$ cat config.mk
export PLATFORM = sky130hd
export DESIGN_NAME = pc_next_ctrl_flat
export DESIGN_NICKNAME = d
export VERILOG_FILES = /design/src/rtl/pc_next_ctrl_pkg.sv /design/src/rtl/pc_next_ctrl_if.sv /design/src/rtl/pc_next_ctrl_timer.sv /design/src/rtl/pc_next_ctrl.sv /design/src/flat_wrapper.sv
export SDC_FILE = /design/constraint.sdc
export NUM_CORES = 1
export LEC_CHECK = 0
export CAP_MARGIN = 5
export CELL_PAD_IN_SITES_DETAIL_PLACEMENT = 1
export CELL_PAD_IN_SITES_GLOBAL_PLACEMENT = 2
export CORE_ASPECT_RATIO = 0.9
export CORE_MARGIN = 1.5
export CORE_UTILIZATION = 25
export DETAILED_ROUTE_END_ITERATION = 10
export PLACE_DENSITY = 0.8
export SLEW_MARGIN = 10
export SYNTH_ARGS = -nofsm -noshare
export SYNTH_HDL_FRONTEND = slang
export SYNTH_SLANG_ARGS = --single-unit
$ cat constraint.sdc
create_clock -name clk -period 2.4 [get_ports clk]
set_input_delay 0.24 -clock clk [delete_from_list [all_inputs] [get_ports clk]]
set_output_delay 0.24 -clock clk [all_outputs]
set_load 0.02 [all_outputs]
$ cat src/rtl/pc_next_ctrl_pkg.sv
// Shared types and helpers for the PC next-value controller slice.
package pc_pkg;

    typedef enum logic [1:0] {
        RUN    = 2'd0,
        HAZ    = 2'd1,
        IMWAIT = 2'd2
    } pc_ctrl_state_t;

    localparam int PC_W_DEF    = 16;
    localparam int PC_STEP_DEF = 4;

    // Clears the low log2(step) bits of an address; step must be a power of two.
    function automatic logic [31:0] align_pc(input logic [31:0] addr, input logic [31:0] step);
        return addr & ~(step - 32'd1);
    endfunction

endpackage

$ cat src/rtl/pc_next_ctrl_if.sv
// Bundle of the PC-update, fetch-request and IF/ID control signals around pc_next_ctrl.
// The slave side is the controller; the master side is the pipeline around it.
interface pc_next_ctrl_if #(
    parameter int PC_W = 16
);
    logic [PC_W-1:0] pc;
    logic            redirect_valid;
    logic [PC_W-1:0] redirect_target;
    logic            hazard_stall;
    logic            imem_ready;
    logic [PC_W-1:0] pc_new;
    logic            pc_write_zero;
    logic            imem_req;
    logic            ifid_flush;
    logic            ifid_hold;
    logic            misalign_err;

    modport master (
        output pc, redirect_valid, redirect_target, hazard_stall, imem_ready,
        input  pc_new, pc_write_zero, imem_req, ifid_flush, ifid_hold, misalign_err
    );

    modport slave (
        input  pc, redirect_valid, redirect_target, hazard_stall, imem_ready,
        output pc_new, pc_write_zero, imem_req, ifid_flush, ifid_hold, misalign_err
    );
endinterface

$ cat src/rtl/pc_next_ctrl_timer.sv
// Small down-counter that times the remaining load-use hold cycles.
// Expired means the current cycle is the last one of the hold.
module pc_stall_timer (
    input  logic       clk,
    input  logic       reset,
    input  logic       i_load,
    input  logic [3:0] i_loadVal,
    input  logic       i_clear,
    input  logic       i_dec,
    output logic       o_expired
);
    logic [3:0] r_count;

    // Count register: clear wins over load, load wins over decrement.
    always_ff @(posedge clk) begin
        if (reset || i_clear) begin
            r_count <= 4'd0;
        end else if (i_load) begin
            r_count <= i_loadVal;
        end else if (i_dec && (r_count != 4'd0)) begin
            r_count <= r_count - 4'd1;
        end
    end

    assign o_expired = (r_count <= 4'd1);
endmodule

$ cat src/rtl/pc_next_ctrl.sv
// Next-PC controller: sequential increment, branch/jump redirect, load-use hold
// and instruction-memory wait handling. Outputs are combinational so the PC
// register sees pc_new in the same cycle and captures it on the next edge.
module pc_next_ctrl
    import pc_pkg::*;
#(
    parameter int PC_W             = PC_W_DEF,
    parameter int PC_STEP          = PC_STEP_DEF,
    parameter int HAZ_STALL_CYCLES = 1
) (
    input  logic           clk,
    input  logic           reset,
    pc_next_ctrl_if.slave  bus
);
    localparam logic [3:0] HAZ_LOAD  = 4'(HAZ_STALL_CYCLES - 1);
    localparam bit         HAZ_TIMED = (HAZ_STALL_CYCLES > 1);

    pc_ctrl_state_t  r_state;
    logic            r_pend;
    logic [PC_W-1:0] r_pendTgt;
    logic            r_pendMis;

    logic [PC_W-1:0] w_tgtAligned;
    logic            w_tgtMis;
    logic [PC_W-1:0] w_pcInc;
    logic            w_timerLoad;
    logic            w_timerClear;
    logic            w_timerDec;
    logic            w_timerExpired;

    logic [PC_W-1:0] w_pcNew;
    logic            w_pcWriteZero;
    logic            w_imemReq;
    logic            w_flush;
    logic            w_hold;
    logic            w_mis;

    assign w_tgtAligned = PC_W'(align_pc(32'(bus.redirect_target), 32'(PC_STEP)));
    assign w_tgtMis     = (w_tgtAligned != bus.redirect_target);
    assign w_pcInc      = bus.pc + PC_W'(PC_STEP);

    assign w_timerLoad  = (r_state == RUN) && !bus.redirect_valid && bus.hazard_stall && HAZ_TIMED;
    assign w_timerClear = (r_state == HAZ) && (bus.redirect_valid || w_timerExpired);
    assign w_timerDec   = (r_state == HAZ) && !w_timerClear;

    pc_stall_timer u_stallTimer (
        .clk       (clk),
        .reset     (reset),
        .i_load    (w_timerLoad),
        .i_loadVal (HAZ_LOAD),
        .i_clear   (w_timerClear),
        .i_dec     (w_timerDec),
        .o_expired (w_timerExpired)
    );

    // State and pending-redirect registers; a redirect seen during a memory wait is parked until the word arrives.
    always_ff @(posedge clk) begin
        if (reset) begin
            r_state   <= RUN;
            r_pend    <= 1'b0;
            r_pendTgt <= '0;
            r_pendMis <= 1'b0;
        end else begin
            case (r_state)
                RUN: begin
                    if (bus.redirect_valid) begin
                        r_state <= RUN;
                    end else if (bus.hazard_stall) begin
                        r_state <= HAZ_TIMED ? HAZ : RUN;
                    end else if (!bus.imem_ready) begin
                        r_state <= IMWAIT;
                    end
                end
                HAZ: begin
                    if (bus.redirect_valid || w_timerExpired) begin
                        r_state <= RUN;
                    end
                end
                IMWAIT: begin
                    if (bus.imem_ready) begin
                        r_state <= RUN;
                        r_pend  <= 1'b0;
                    end else if (bus.redirect_valid) begin
                        r_pend    <= 1'b1;
                        r_pendTgt <= w_tgtAligned;
                        r_pendMis <= w_tgtMis;
                    end
                end
                default: begin
                    r_state <= RUN;
                end
            endcase
        end
    end

    // Output decode from registered state plus live inputs; reset forces every output low.
    always_comb begin
        w_pcNew       = '0;
        w_pcWriteZero = 1'b0;
        w_imemReq     = 1'b0;
        w_flush       = 1'b0;
        w_hold        = 1'b0;
        w_mis         = 1'b0;
        if (!reset) begin
            case (r_state)
                RUN: begin
                    w_imemReq = 1'b1;
                    if (bus.redirect_valid) begin
                        w_pcNew = w_tgtAligned;
                        w_flush = 1'b1;
                        w_mis   = w_tgtMis;
                    end else if (bus.hazard_stall) begin
                        w_pcNew       = bus.pc;
                        w_pcWriteZero = 1'b1;
                        w_hold        = 1'b1;
                        w_imemReq     = 1'b0;
                    end else if (!bus.imem_ready) begin
                        w_pcNew       = bus.pc;
                        w_pcWriteZero = 1'b1;
                    end else begin
                        w_pcNew = w_pcInc;
                    end
                end
                HAZ: begin
                    if (bus.redirect_valid) begin
                        w_pcNew = w_tgtAligned;
                        w_flush = 1'b1;
                        w_mis   = w_tgtMis;
                    end else begin
                        w_pcNew       = bus.pc;
                        w_pcWriteZero = 1'b1;
                        w_hold        = 1'b1;
                    end
                end
                IMWAIT: begin
                    w_imemReq = 1'b1;
                    if (!bus.imem_ready) begin
                        w_pcNew       = bus.pc;
                        w_pcWriteZero = 1'b1;
                    end else if (bus.redirect_valid) begin
                        w_pcNew = w_tgtAligned;
                        w_flush = 1'b1;
                        w_mis   = w_tgtMis;
                    end else if (r_pend) begin
                        w_pcNew = r_pendTgt;
                        w_flush = 1'b1;
                        w_mis   = r_pendMis;
                    end else begin
                        w_pcNew = w_pcInc;
                    end
                end
                default: begin
                    w_pcNew = '0;
                end
            endcase
        end
    end

    assign bus.pc_new        = w_pcNew;
    assign bus.pc_write_zero = w_pcWriteZero;
    assign bus.imem_req      = w_imemReq;
    assign bus.ifid_flush    = w_flush;
    assign bus.ifid_hold     = w_hold;
    assign bus.misalign_err  = w_mis;
endmodule

$ cat src/flat_wrapper.sv
// flat-port wrapper written by rule: the top's interface ports become plain ports
module pc_next_ctrl_flat import pc_pkg::*;
#(
    parameter int PC_W             = PC_W_DEF,
    parameter int PC_STEP          = PC_STEP_DEF,
    parameter int HAZ_STALL_CYCLES = 1
)
  (clk, reset, bus_pc, bus_redirect_valid, bus_redirect_target, bus_hazard_stall, bus_imem_ready, bus_pc_new, bus_pc_write_zero, bus_imem_req, bus_ifid_flush, bus_ifid_hold, bus_misalign_err);
  pc_next_ctrl_if #(.PC_W(PC_W)) bus_i ();
  input  logic clk;
  input  logic reset;
  input wire logic [$bits(bus_i.pc)-1:0] bus_pc;
  input wire logic [$bits(bus_i.redirect_valid)-1:0] bus_redirect_valid;
  input wire logic [$bits(bus_i.redirect_target)-1:0] bus_redirect_target;
  input wire logic [$bits(bus_i.hazard_stall)-1:0] bus_hazard_stall;
  input wire logic [$bits(bus_i.imem_ready)-1:0] bus_imem_ready;
  output wire logic [$bits(bus_i.pc_new)-1:0] bus_pc_new;
  output wire logic [$bits(bus_i.pc_write_zero)-1:0] bus_pc_write_zero;
  output wire logic [$bits(bus_i.imem_req)-1:0] bus_imem_req;
  output wire logic [$bits(bus_i.ifid_flush)-1:0] bus_ifid_flush;
  output wire logic [$bits(bus_i.ifid_hold)-1:0] bus_ifid_hold;
  output wire logic [$bits(bus_i.misalign_err)-1:0] bus_misalign_err;
  assign bus_i.pc = bus_pc;
  assign bus_i.redirect_valid = bus_redirect_valid;
  assign bus_i.redirect_target = bus_redirect_target;
  assign bus_i.hazard_stall = bus_hazard_stall;
  assign bus_i.imem_ready = bus_imem_ready;
  assign bus_pc_new = bus_i.pc_new;
  assign bus_pc_write_zero = bus_i.pc_write_zero;
  assign bus_imem_req = bus_i.imem_req;
  assign bus_ifid_flush = bus_i.ifid_flush;
  assign bus_ifid_hold = bus_i.ifid_hold;
  assign bus_misalign_err = bus_i.misalign_err;
  pc_next_ctrl #(.PC_W(PC_W), .PC_STEP(PC_STEP), .HAZ_STALL_CYCLES(HAZ_STALL_CYCLES)) u_core (.clk(clk), .reset(reset), .bus(bus_i));
endmodule
==> key figures <==
Timing
  • Hold_ws: 0.459 ns
  • Final Hold Fails: 0
  • Fmax achieved: approximately 0.43 GHz
  • Setup Skew: 0.00577 ns
  • Slew Viols, Final: 0
  • Setup TNS Final: 0 ns
  • Minimum clock period: 2.35 ns
  • Setup violators final: 0
  • Unrepaired setup endpoints after global routing: no
  • Setup ws final: 0.0495 ns
  • Slew margin rel.: 62.2%
  • Final period util: 97.9%
  • Worst-margin pin slew: 0.566 ns

GRT
  • Remaining global-route overflow: 0
  • GRT busiest layer: met2
  • Grt met3 use: 1.32%
  • Vias in the first global route: 2373
  • Total track usage: between 20% and 30%
  • First-pass GRT wire length: 11800 um
  • Met2 Use GR: 33.7%
  • Met1 Resource Use GR: 30.5%
  • Pin count of the biggest net entering global routing: 19
  • Initial antenna violation count: 0

Final layout
  • Share of cells above drive strength 1: between 20% and 30%
  • Finished Cell Area: 2800 um2
  • Final nets: roughly 390
  • Area grow syn2layout: 65.8%
  • Final antenna diode count: 0

Floorplanning
  • Core area: 6550 um2
  • Starting Density: 25.8%
  • Die ar.: 7260 um2
  • Die Y: approximately 80 um
  • Die W: 89.7 um
  • Row count: 28
  • I/O pin count: between 50 and 60

Critical path
  • Worst Path Required: 2.16 ns
  • Worst path arrival time: 2.11 ns
  • Crit Path Class: input pin to primary output
  • Critical-path cell list: clkdlybuf4s50_1, nand4_1, or3_4, a211oi_2, a21oi_2, a2111oi_2, buf_4
  • Crit-path slowest cell: clkdlybuf4s50_1
  • Crit Path Max Fanout: 4
  • Startpoint Class: input pin
  • Critical path capture point type: primary output
  • Crit-path max cell delay: 0.48 ns

CTS
  • CTS clk-pin slew, worst paths: 0.07 ns
  • CTS sink count: 17
  • TritonCTS clock tree: done
  • Root buffer cell: clkbuf_8
  • H-tree depth: 1
  • Worst skew pair latency: 0.26 ns
  • CTS max path bufs: 2
  • TritonCTS Buffers: 3

Synth
  • Area contributors post-synth: dfxtp_1, nand2_1, a21oi_1, nor2_1, o21ai_0
  • Number of synthesized register bits: 17
  • Post-synth EDFFs: 0
  • Syn nets: 292
  • Synth Area per Inst: 6.66 um2
  • Post-synthesis cell type count: 46
  • Sequential cell area fraction in the yosys report: roughly 20%
  • Synth Flop Type: dfxtp_1
  • Ys async rst share: 0%
  • Syn Inst Count: around 250
  • Yosys top cell area share: just over 20%
  • Yosys warning count: 0
  • Post-synth design cell area: roughly 1700 um2
  • Synth area leader: dfxtp_1

Route
  • DRC: 0
  • Vias: 2271
  • First DRT Iteration DRCs: 92
  • Wirelength per Cell: 16.2 um
  • Routed Antenna Nets: 0
  • Post-DR vias/cell: around 5.1
  • DR pass1 iterations: 4
  • DRT Wirelength: 7220 um

Placement
  • Area after DPL: approximately 2700 um2
  • DPL Wire Length: 5700 um
  • Port bufs: 57
  • Dpl ws: -0.676 ns
  • Global placement routability congestion: 0.855

Worst hold path
  • Worst min-delay path class: flop to flop

Power
  • LEAKAGE: 0.00116 uW
  • Power Internal: 593 uW
  • Logic pwr share: 42.4%
  • Clock network fraction of design power: about a quarter
  • Sw Pwr: ~310 uW
  • Sequential power share: 32.1%
  • Max IR drop VDD: 162 uV
  • Switch share: around 34%
  • Pwr Density: between 300 and 400 nW/um2

Flow run
  • Max_cap viols: 0

Outcome
  • Status: completed
[through the flow]
| step | power, uW | cells | util [%] |
|---|---|---|---|
| 2_1_floorplan | 454 | 254 | - |
| 4_1_cts | 905 | 444 | 42.4 |
| 3_3_place_gp | 681 | 440 | 41.7 |
| 5_1_grt | 950 | 445 | 42.8 |
| 6_report | 899 | 445 | 42.8 |
| 3_5_place_dp | 686 | 440 | 41.7 |
[cell usage after synthesis, drive strengths merged (2+ instances only)]
| cell | instances |
|---|---|
| nand2 | 53 |
| a21oi | 39 |
| nor2 | 20 |
| dfxtp | 17 |
| o21ai | 15 |
| clkbuf | 10 |
| nor3 | 8 |
| buf | 7 |
| o221ai | 7 |
| inv | 5 |
| nand2b | 5 |
| nand3 | 5 |
| xnor2 | 5 |
| a221oi | 4 |
| and3 | 4 |
| nor2b | 4 |
| xor2 | 4 |
| a2111oi | 3 |
| a211oi | 3 |
| mux2i | 3 |
| nand3b | 3 |
| nand4 | 3 |
| nor4 | 3 |
| a311oi | 2 |
| a41o | 2 |
| nor3b | 2 |
| o211a | 2 |
| o22ai | 2 |
| or2 | 2 |
| or2b | 2 |
[cells in the final DEF, fill, tap and decap left out, types with 3 or more instances in the layout]
cell type | synthesis | routed
a21oi_1 | 39 | 38
a221oi_1 | 4 | 3
and3_1 | 3 | 3
buf_12 | 0 | 3
buf_4 | 2 | 55
clkbuf_2 | 0 | 4
clkbuf_8 | 0 | 3
clkdlybuf4s15_2 | 0 | 3
clkdlybuf4s50_1 | 0 | 31
dfxtp_1 | 17 | 17
dlygate4sd2_1 | 0 | 10
dlymetal6s2s_1 | 0 | 5
inv_1 | 5 | 5
mux2i_1 | 3 | 3
nand2_1 | 53 | 52
nand2b_1 | 5 | 4
nand3_1 | 4 | 4
nand3b_1 | 3 | 3
nand4_1 | 3 | 3
nor2_1 | 20 | 20
nor2b_1 | 4 | 4
nor3_1 | 8 | 6
o21ai_0 | 15 | 15
o221ai_1 | 7 | 7
xnor2_1 | 5 | 5
xor2_1 | 4 | 4
[final cells by class]
class	count	area [um2]
clock buffer	4	45.0
fill	839	3750
inverter	5	18.8
multi-input combinational	215	1280
sequential	17	340
tap	90	113
timing repair buffer	114	1010
[state kept, by name, indices dropped and copies added, names as in the netlist]
signal and cells:
u_core.r_state 1, u_core.r_pendTgt 14, u_core.r_pend 1, u_core.r_pendMis 1
[critical path: cells and delay by family]
family                 cells  cell delay (ns)
AOI/OAI and AO/OA          3             0.56
buffers and inverters      2             0.69
and+or+nand+nor            2             0.61
[cells by family (layout without fill, tap and decap cells)]
family,after synthesis,count (layout),synth area share (%)
AND/OR/NAND/NOR,118,118,33.8
AO/OA/AOI/OAI,84,84,31.8
buffers and inverters,22,123,7.11
flip-flops,17,17,20.1
XOR/XNOR,9,9,4.66
multiplexers,3,3,1.78
adder cells (fa/ha/maj),1,1,0.740
[layer usage]
metal	routed length [um]	vias up	part of all wire, %
li1	-	1120	-
met1	3660	1095	51
met2	3260	50	45
met3	221	6	3.1
met4	75	0	1.0
met5	0	-	0
[power groups by stage]
stage / Combinational (uW) / Sequential [uW] / Clock [uW]
global route: 414 / 289 / 247
floorplan: 161 / 294 / 0
CTS: 381 / 289 / 235
detailed placement: 391 / 295 / 0
global placement: 385 / 295 / 0
finish: 382 / 289 / 229
[final timing paths]
path                                     from                                to  slack [ns]  cells past startpoint
max reg2reg    u_core.r_state[1]$_SDFFE_PP0P_  u_core.r_pendTgt[6]$_SDFFE_PP0P_        0.78                      5
min reg2reg  u_core.r_pendTgt[4]$_SDFFE_PP0P_  u_core.r_pendTgt[4]$_SDFFE_PP0P_        0.46                      2
max                                 bus_pc[9]                    bus_pc_new[12]        0.05                      7
min          u_core.r_pendTgt[4]$_SDFFE_PP0P_  u_core.r_pendTgt[4]$_SDFFE_PP0P_        0.46                      2
[timing repair]
action	CTS	global route
buffers inserted	0	1
resized for setup	49	19
pin swaps	2	5
setup endpoints to repair	18	14
hold buffers	0	0
Power figures use the tool's default switching activity.
